`src/rtl/ram_dp_pipe.sv`:
```
// rtl/ram_dp_pipe.sv - simple dual-port RAM, byte enables, pipelined reads, optional RAM_PARITY_EN byte parity
module ram_dp_pipe #(
    parameter int DATA_WIDTH     = 32,
    parameter int ADDR_WIDTH     = 4,
    parameter int DEPTH          = 16,
    parameter int RD_LATENCY     = 1,
    parameter int COLLISION_MODE = 0
) (
    input  logic                    clk,
    input  logic                    rst,
    input  logic                    wr_enb,
    input  logic [ADDR_WIDTH-1:0]   wr_addr,
    input  logic [DATA_WIDTH-1:0]   wr_data,
    input  logic [DATA_WIDTH/8-1:0] wr_be,
    input  logic                    rd_enb,
    input  logic [ADDR_WIDTH-1:0]   rd_addr,
    output logic [DATA_WIDTH-1:0]   rd_data,
    output logic                    rd_valid,
`ifdef RAM_PARITY_EN
    input  logic                    wr_par_flip,
    output logic                    parity_err,
`endif
    output logic                    addr_err
);
    localparam int NB = DATA_WIDTH / 8;
    localparam logic [ADDR_WIDTH:0] DEPTH_A = (ADDR_WIDTH + 1)'(DEPTH);

    logic [DATA_WIDTH-1:0] mem_q  [DEPTH];
    logic [DATA_WIDTH-1:0] mem_d  [DEPTH];
    logic                  vld_q  [RD_LATENCY];
    logic                  vld_d  [RD_LATENCY];
    logic [DATA_WIDTH-1:0] data_q [RD_LATENCY];
    logic [DATA_WIDTH-1:0] data_d [RD_LATENCY];
    logic                  addr_err_q, addr_err_d;
    logic                  wr_in_range, rd_in_range, wr_fire;
    logic [DATA_WIDTH-1:0] rd_word;
`ifdef RAM_PARITY_EN
    logic [NB-1:0]         par_q  [DEPTH];
    logic [NB-1:0]         par_d  [DEPTH];
    logic                  perr_q [RD_LATENCY];
    logic                  perr_d [RD_LATENCY];
    logic [NB-1:0]         rd_par;
    logic                  rd_perr;
`endif

    assign wr_in_range = ({1'b0, wr_addr} < DEPTH_A);
    assign rd_in_range = ({1'b0, rd_addr} < DEPTH_A);
    assign wr_fire     = wr_enb & wr_in_range;

    always_comb begin
        mem_d = mem_q;
        if (wr_fire) begin
            for (int i = 0; i < NB; i++) begin
                if (wr_be[i]) mem_d[wr_addr][8*i +: 8] = wr_data[8*i +: 8];
            end
        end
    end

`ifdef RAM_PARITY_EN
    // Stored bit is the XOR of the byte, so byte plus parity holds an even count of ones.
    always_comb begin
        par_d = par_q;
        if (wr_fire) begin
            for (int i = 0; i < NB; i++) begin
                if (wr_be[i]) par_d[wr_addr][i] = (^wr_data[8*i +: 8]) ^ wr_par_flip;
            end
        end
    end
`endif

    // Write-through mode reads the next-state array, which already holds the merged word.
    always_comb begin
        rd_word = '0;
`ifdef RAM_PARITY_EN
        rd_par  = '0;
        rd_perr = 1'b0;
`endif
        if (rd_in_range) begin
            rd_word = (COLLISION_MODE == 1) ? mem_d[rd_addr] : mem_q[rd_addr];
`ifdef RAM_PARITY_EN
            rd_par  = (COLLISION_MODE == 1) ? par_d[rd_addr] : par_q[rd_addr];
            for (int i = 0; i < NB; i++) begin
                rd_perr = rd_perr | ((^rd_word[8*i +: 8]) != rd_par[i]);
            end
`endif
        end
    end

    always_comb begin
        vld_d[0]  = rd_enb;
        data_d[0] = rd_word;
        for (int i = 1; i < RD_LATENCY; i++) begin
            vld_d[i]  = vld_q[i-1];
            data_d[i] = data_q[i-1];
        end
        // Only the output stage holds its data across idle cycles.
        if (!vld_d[RD_LATENCY-1]) data_d[RD_LATENCY-1] = data_q[RD_LATENCY-1];
        addr_err_d = (wr_enb & (|wr_be) & ~wr_in_range) | (rd_enb & ~rd_in_range);
    end

`ifdef RAM_PARITY_EN
    always_comb begin
        perr_d[0] = rd_enb & rd_perr;
        for (int i = 1; i < RD_LATENCY; i++) begin
            perr_d[i] = vld_q[i-1] & perr_q[i-1];
        end
    end

    always_ff @(posedge clk or posedge rst) begin
        if (rst) begin
            par_q  <= '{default: '0};
            perr_q <= '{default: 1'b0};
        end else begin
            par_q  <= par_d;
            perr_q <= perr_d;
        end
    end

    assign parity_err = perr_q[RD_LATENCY-1];
`endif

    always_ff @(posedge clk or posedge rst) begin
        if (rst) begin
            mem_q      <= '{default: '0};
            vld_q      <= '{default: 1'b0};
            data_q     <= '{default: '0};
            addr_err_q <= 1'b0;
        end else begin
            mem_q      <= mem_d;
            vld_q      <= vld_d;
            data_q     <= data_d;
            addr_err_q <= addr_err_d;
        end
    end

    assign rd_valid = vld_q[RD_LATENCY-1];
    assign rd_data  = data_q[RD_LATENCY-1];
    assign addr_err = addr_err_q;
endmodule
```
`config.mk`:
```
export PLATFORM = sky130hd
export DESIGN_NAME = ram_dp_pipe
export DESIGN_NICKNAME = d
export VERILOG_FILES = /design/src/rtl/ram_dp_pipe.sv
export SDC_FILE = /design/constraint.sdc
export NUM_CORES = 1
export LEC_CHECK = 0
export ABC_AREA = 1
export BUFFER_PORTS_ARGS = -buffer_cell sky130_fd_sc_hd__buf_4
export CELL_PAD_IN_SITES_DETAIL_PLACEMENT = 1
export CELL_PAD_IN_SITES_GLOBAL_PLACEMENT = 1
export CORE_MARGIN = 5
export CORE_UTILIZATION = 45
export DETAILED_ROUTE_END_ITERATION = 10
export PLACE_DENSITY_LB_ADDON = 0.1
export SLEW_MARGIN = 20
export SYNTH_ARGS = -nofsm -noshare
export SYNTH_HDL_FRONTEND = slang
export SYNTH_SLANG_ARGS = --single-unit
```
`constraint.sdc`:
```
create_clock -name clk -period 26.2 [get_ports clk]
set_input_delay 5.24 -clock clk [delete_from_list [all_inputs] [get_ports clk]]
set_output_delay 5.24 -clock clk [all_outputs]
set_load 0.01 [all_outputs]
```
==> impl_results.md <==
- Drt drc: 0
- Peak supply drop: 0.0551 mV
- Initial antenna violation count: 0
- Worst EP arrival: 8.56 ns
- Final critical-path share of the clock period: 30.4%
- Number of nets produced by synthesis: 3121
- Total routing usage reported by global routing: 26.4%
- Overall die height: 245 um
- Cts hold-fix bufs: 0
- Post-synthesis to final-layout area growth: 9.01%
- Routed wirelength normalized by instance count: 20.9 um
- Post-synth top area cell: sky130_fd_sc_hd__dfrtp_1
- CP Max Fanout: 164
- Worst setup slack after layout: 18.24 ns
- Num Clock Sinks: 545
- Synth unique cells: 15
- Number of buffers and inverters on the critical path: 5
- Die outline area: 0.0600 mm^2
- Post-CTS setup buffers: 0
- Type of the most critical hold path: flop to flop
- Root Buffer Master: sky130_fd_sc_hd__clkbuf_16
- Final sum of negative setup slack: 0 ns
- Kind of cell adding the most delay to the critical path: buffers and inverters
- DR pass1 iterations: 5
- Clock transition at the registers of the reported paths: 0.06 ns
- Pre-CTS setup slack: 17.47 ns
- PortBufs: 80
- Clock tree from TritonCTS: yes
- Number of warnings printed during yosys synthesis: 0
- Final clock skew: 0.0125 ns
- Overall via count from detail_route: 21000
- Wire length of the first global-routing pass: 127000 um
- Cell types occupying the most area after synthesis: sky130_fd_sc_hd__dfrtp_1 (55%), sky130_fd_sc_hd__nand2_1 (20%), sky130_fd_sc_hd__o21ai_0 (10%), sky130_fd_sc_hd__nand3_1 (7.7%), sky130_fd_sc_hd__buf_6 (2.5%)
- Crit Path Category: input pin to asynchronous set/reset pin
- Final Setup Violations: 0
- H-Tree Depth: 2
- Number of synthesized register bits: 545
- Run status: complete, no violations
- Unrepaired setup endpoints after global routing: false
- Data required time at the worst endpoint: 26.81 ns
- Tightest slew margin relative to the limit: 26.7%
- Stage delay of the slowest cell on the critical path: 0.83 ns
- Total length of routed wires: 78600 um
- Proportion of netlist area held by the largest area contributor: 54.9%
- Number of cells after detailed placement: 3659
- Count of standard-cell rows: 86
- Crit end category: asynchronous set/reset pin
- Cell type with the highest occurrence count on the critical path: sky130_fd_sc_hd__buf_4
- Number of ports placed on the die boundary: 82
- NumNets Final: 3067
- First DRT Iteration DRCs: 1445
- Achievable clock frequency: 126 MHz
- CTS Buf Count: 60
- Number of maximum-capacitance constraint violations: 0
- Clock insertion delay at the later pin of the skew report: 0.62 ns
- Count of endpoints failing hold in the final timing report: 0
- Final ANT Viol Nets: 0
- Count of non-filler cells in the finished layout: 3761
- Max stage delay cell, worst path: sky130_fd_sc_hd__buf_4
- Top library cells by usage in the layout, fill and taps aside: sky130_fd_sc_hd__nand2_1 (1356), sky130_fd_sc_hd__dfrtp_1 (545), sky130_fd_sc_hd__o21ai_0 (512)
- Core ar.: 0.0549 mm^2
- Die width: 245 um
- Largest net degree at the start of global routing: 168
- Fraction of layout instances using a drive strength above 1: 6.31%
- Most frequent standard cell in the layout excluding fill and tap cells: sky130_fd_sc_hd__nand2_1
- PostCTS Resize Cnt: 0
- Vias per cell: 5.59
- Portion of the post-synthesis area used by sequential elements: 54.9%
- Vias in the first global route: 22400
- Per-instance average area after synthesis: 8.09 um^2
- Routability congestion estimate: 0.786
- Post-layout min period: 7.96 ns
- Mapped Cells: 3073
- Kind of launch point of the worst setup path: input pin
- Starting density of the core: 45.3%
- Worst Max-Slew Pin Slew: 1.10 ns
- Remaining global-route overflow: 0
- Slew Viols, Final: 0
- Post-detail-place hpwl: 45600 um
- Leakage power: 13.1 nW
- Final core utilization: 49.4%
- Number of antenna cells inserted: 0
- Max Root-Sink Buffers: 3
- Post-synthesis instance area: 0.0248 mm^2
- Ordered cell list for the critical path: buf_4, inv_8, buf_12, buf_4, buf_4
- Power density over the cells: 83.3 mW/mm^2
==> power by group <==
part	total [mW]	internal (mW)	leakage, nW	switching (mW)
logic	0.323	0.120	5.04	0.203
clock network	0.849	0.504	0.955	0.346
registers	1.08	0.996	7.07	0.0873
==> worst register-to-register path, cell delays in order (launching register included) <==
cell                      delay (ns)
sky130_fd_sc_hd__dfrtp_1        0.38
sky130_fd_sc_hd__nand2_1        0.07
sky130_fd_sc_hd__nand3_1        0.08
sky130_fd_sc_hd__nand3_1        0.17
sky130_fd_sc_hd__nand2_1        0.11
sky130_fd_sc_hd__nand2_1        0.08
sky130_fd_sc_hd__nand2_1        0.12
sky130_fd_sc_hd__nand2_1        0.11
sky130_fd_sc_hd__nand2_1        0.06
==> final cells by class <==
cell class                      instances  area [um^2]
Timing Repair Buffer                   97          791
Clock inverter                         14          198
Sequential cell                       545        13600
Multi-Input combinational cell       2269         9650
Tap cell                              704          881
Inverter                               46          190
Fill cell                            6636        27800
Clock buffer                           86         1740
==> registers in the layout, summed over array words and instances, names as in the netlist <==
name,cells
mem_q,512
rd_data,32
rd_valid,1
==> final timing paths <==
check | from | slack (ns) | cells after the start | end
setup / recovery | rst | 18.24 | 5 | mem_q[107]
hold / removal | mem_q[461] | 0.48 | 2 | mem_q[461]
setup reg to reg | mem_q[195] | 24.92 | 8 | rd_data[3]
hold reg to reg | mem_q[461] | 0.48 | 2 | mem_q[461]
max in group clk | rd_addr[0] | 18.63 | 11 | rd_data[27]
min in group asynchronous | rst | 4.75 | 2 | mem_q[445]
==> cells by family after synthesis <==
| group | after synthesis | share of synthesized area [%] |
|---|---|---|
| compound gates | 512 | 10.3 |
| buf+inv | 259 | 6.28 |
| flops | 545 | 54.9 |
| other cells | 1 | 0.0151 |
| simple gates | 1756 | 28.5 |
==> through the flow <==
stage / power, mW / instance area (um^2) / hold slack (ns)
final: 2.26 / 27100 / 0.484
after CTS: 2.27 / 27000 / 0.487
after global routing: 2.38 / 27100 / 0.498
after detailed placement: 1.42 / 25100 / 0.471
after global placement: 1.39 / 25100 / 0.466
after floorplan: 1.31 / 24800 / 0.453
==> synth_stat cells <==
cell	n
sky130_fd_sc_hd__o21ai_0	512
sky130_fd_sc_hd__nor2_1	12
sky130_fd_sc_hd__nand2_1	1356
sky130_fd_sc_hd__inv_2	2
sky130_fd_sc_hd__buf_1	8
sky130_fd_sc_hd__clkbuf_1	49
sky130_fd_sc_hd__buf_6	56
sky130_fd_sc_hd__nand3_1	384
sky130_fd_sc_hd__inv_1	43
sky130_fd_sc_hd__buf_2	84
sky130_fd_sc_hd__buf_4	16
sky130_fd_sc_hd__conb_1	1
sky130_fd_sc_hd__inv_4	1
sky130_fd_sc_hd__dfrtp_1	545
sky130_fd_sc_hd__nor2_2	4
==> routing by layer <==
layer,global-route usage [%],part of all wire [%],routed length [um]
met2,46.1,49,38500
met1,35.7,45,35300
met4,5.17,1.8,1440
met3,3.54,4.2,3270
met5,0,0,0
(Power assumes the default switching activity.)
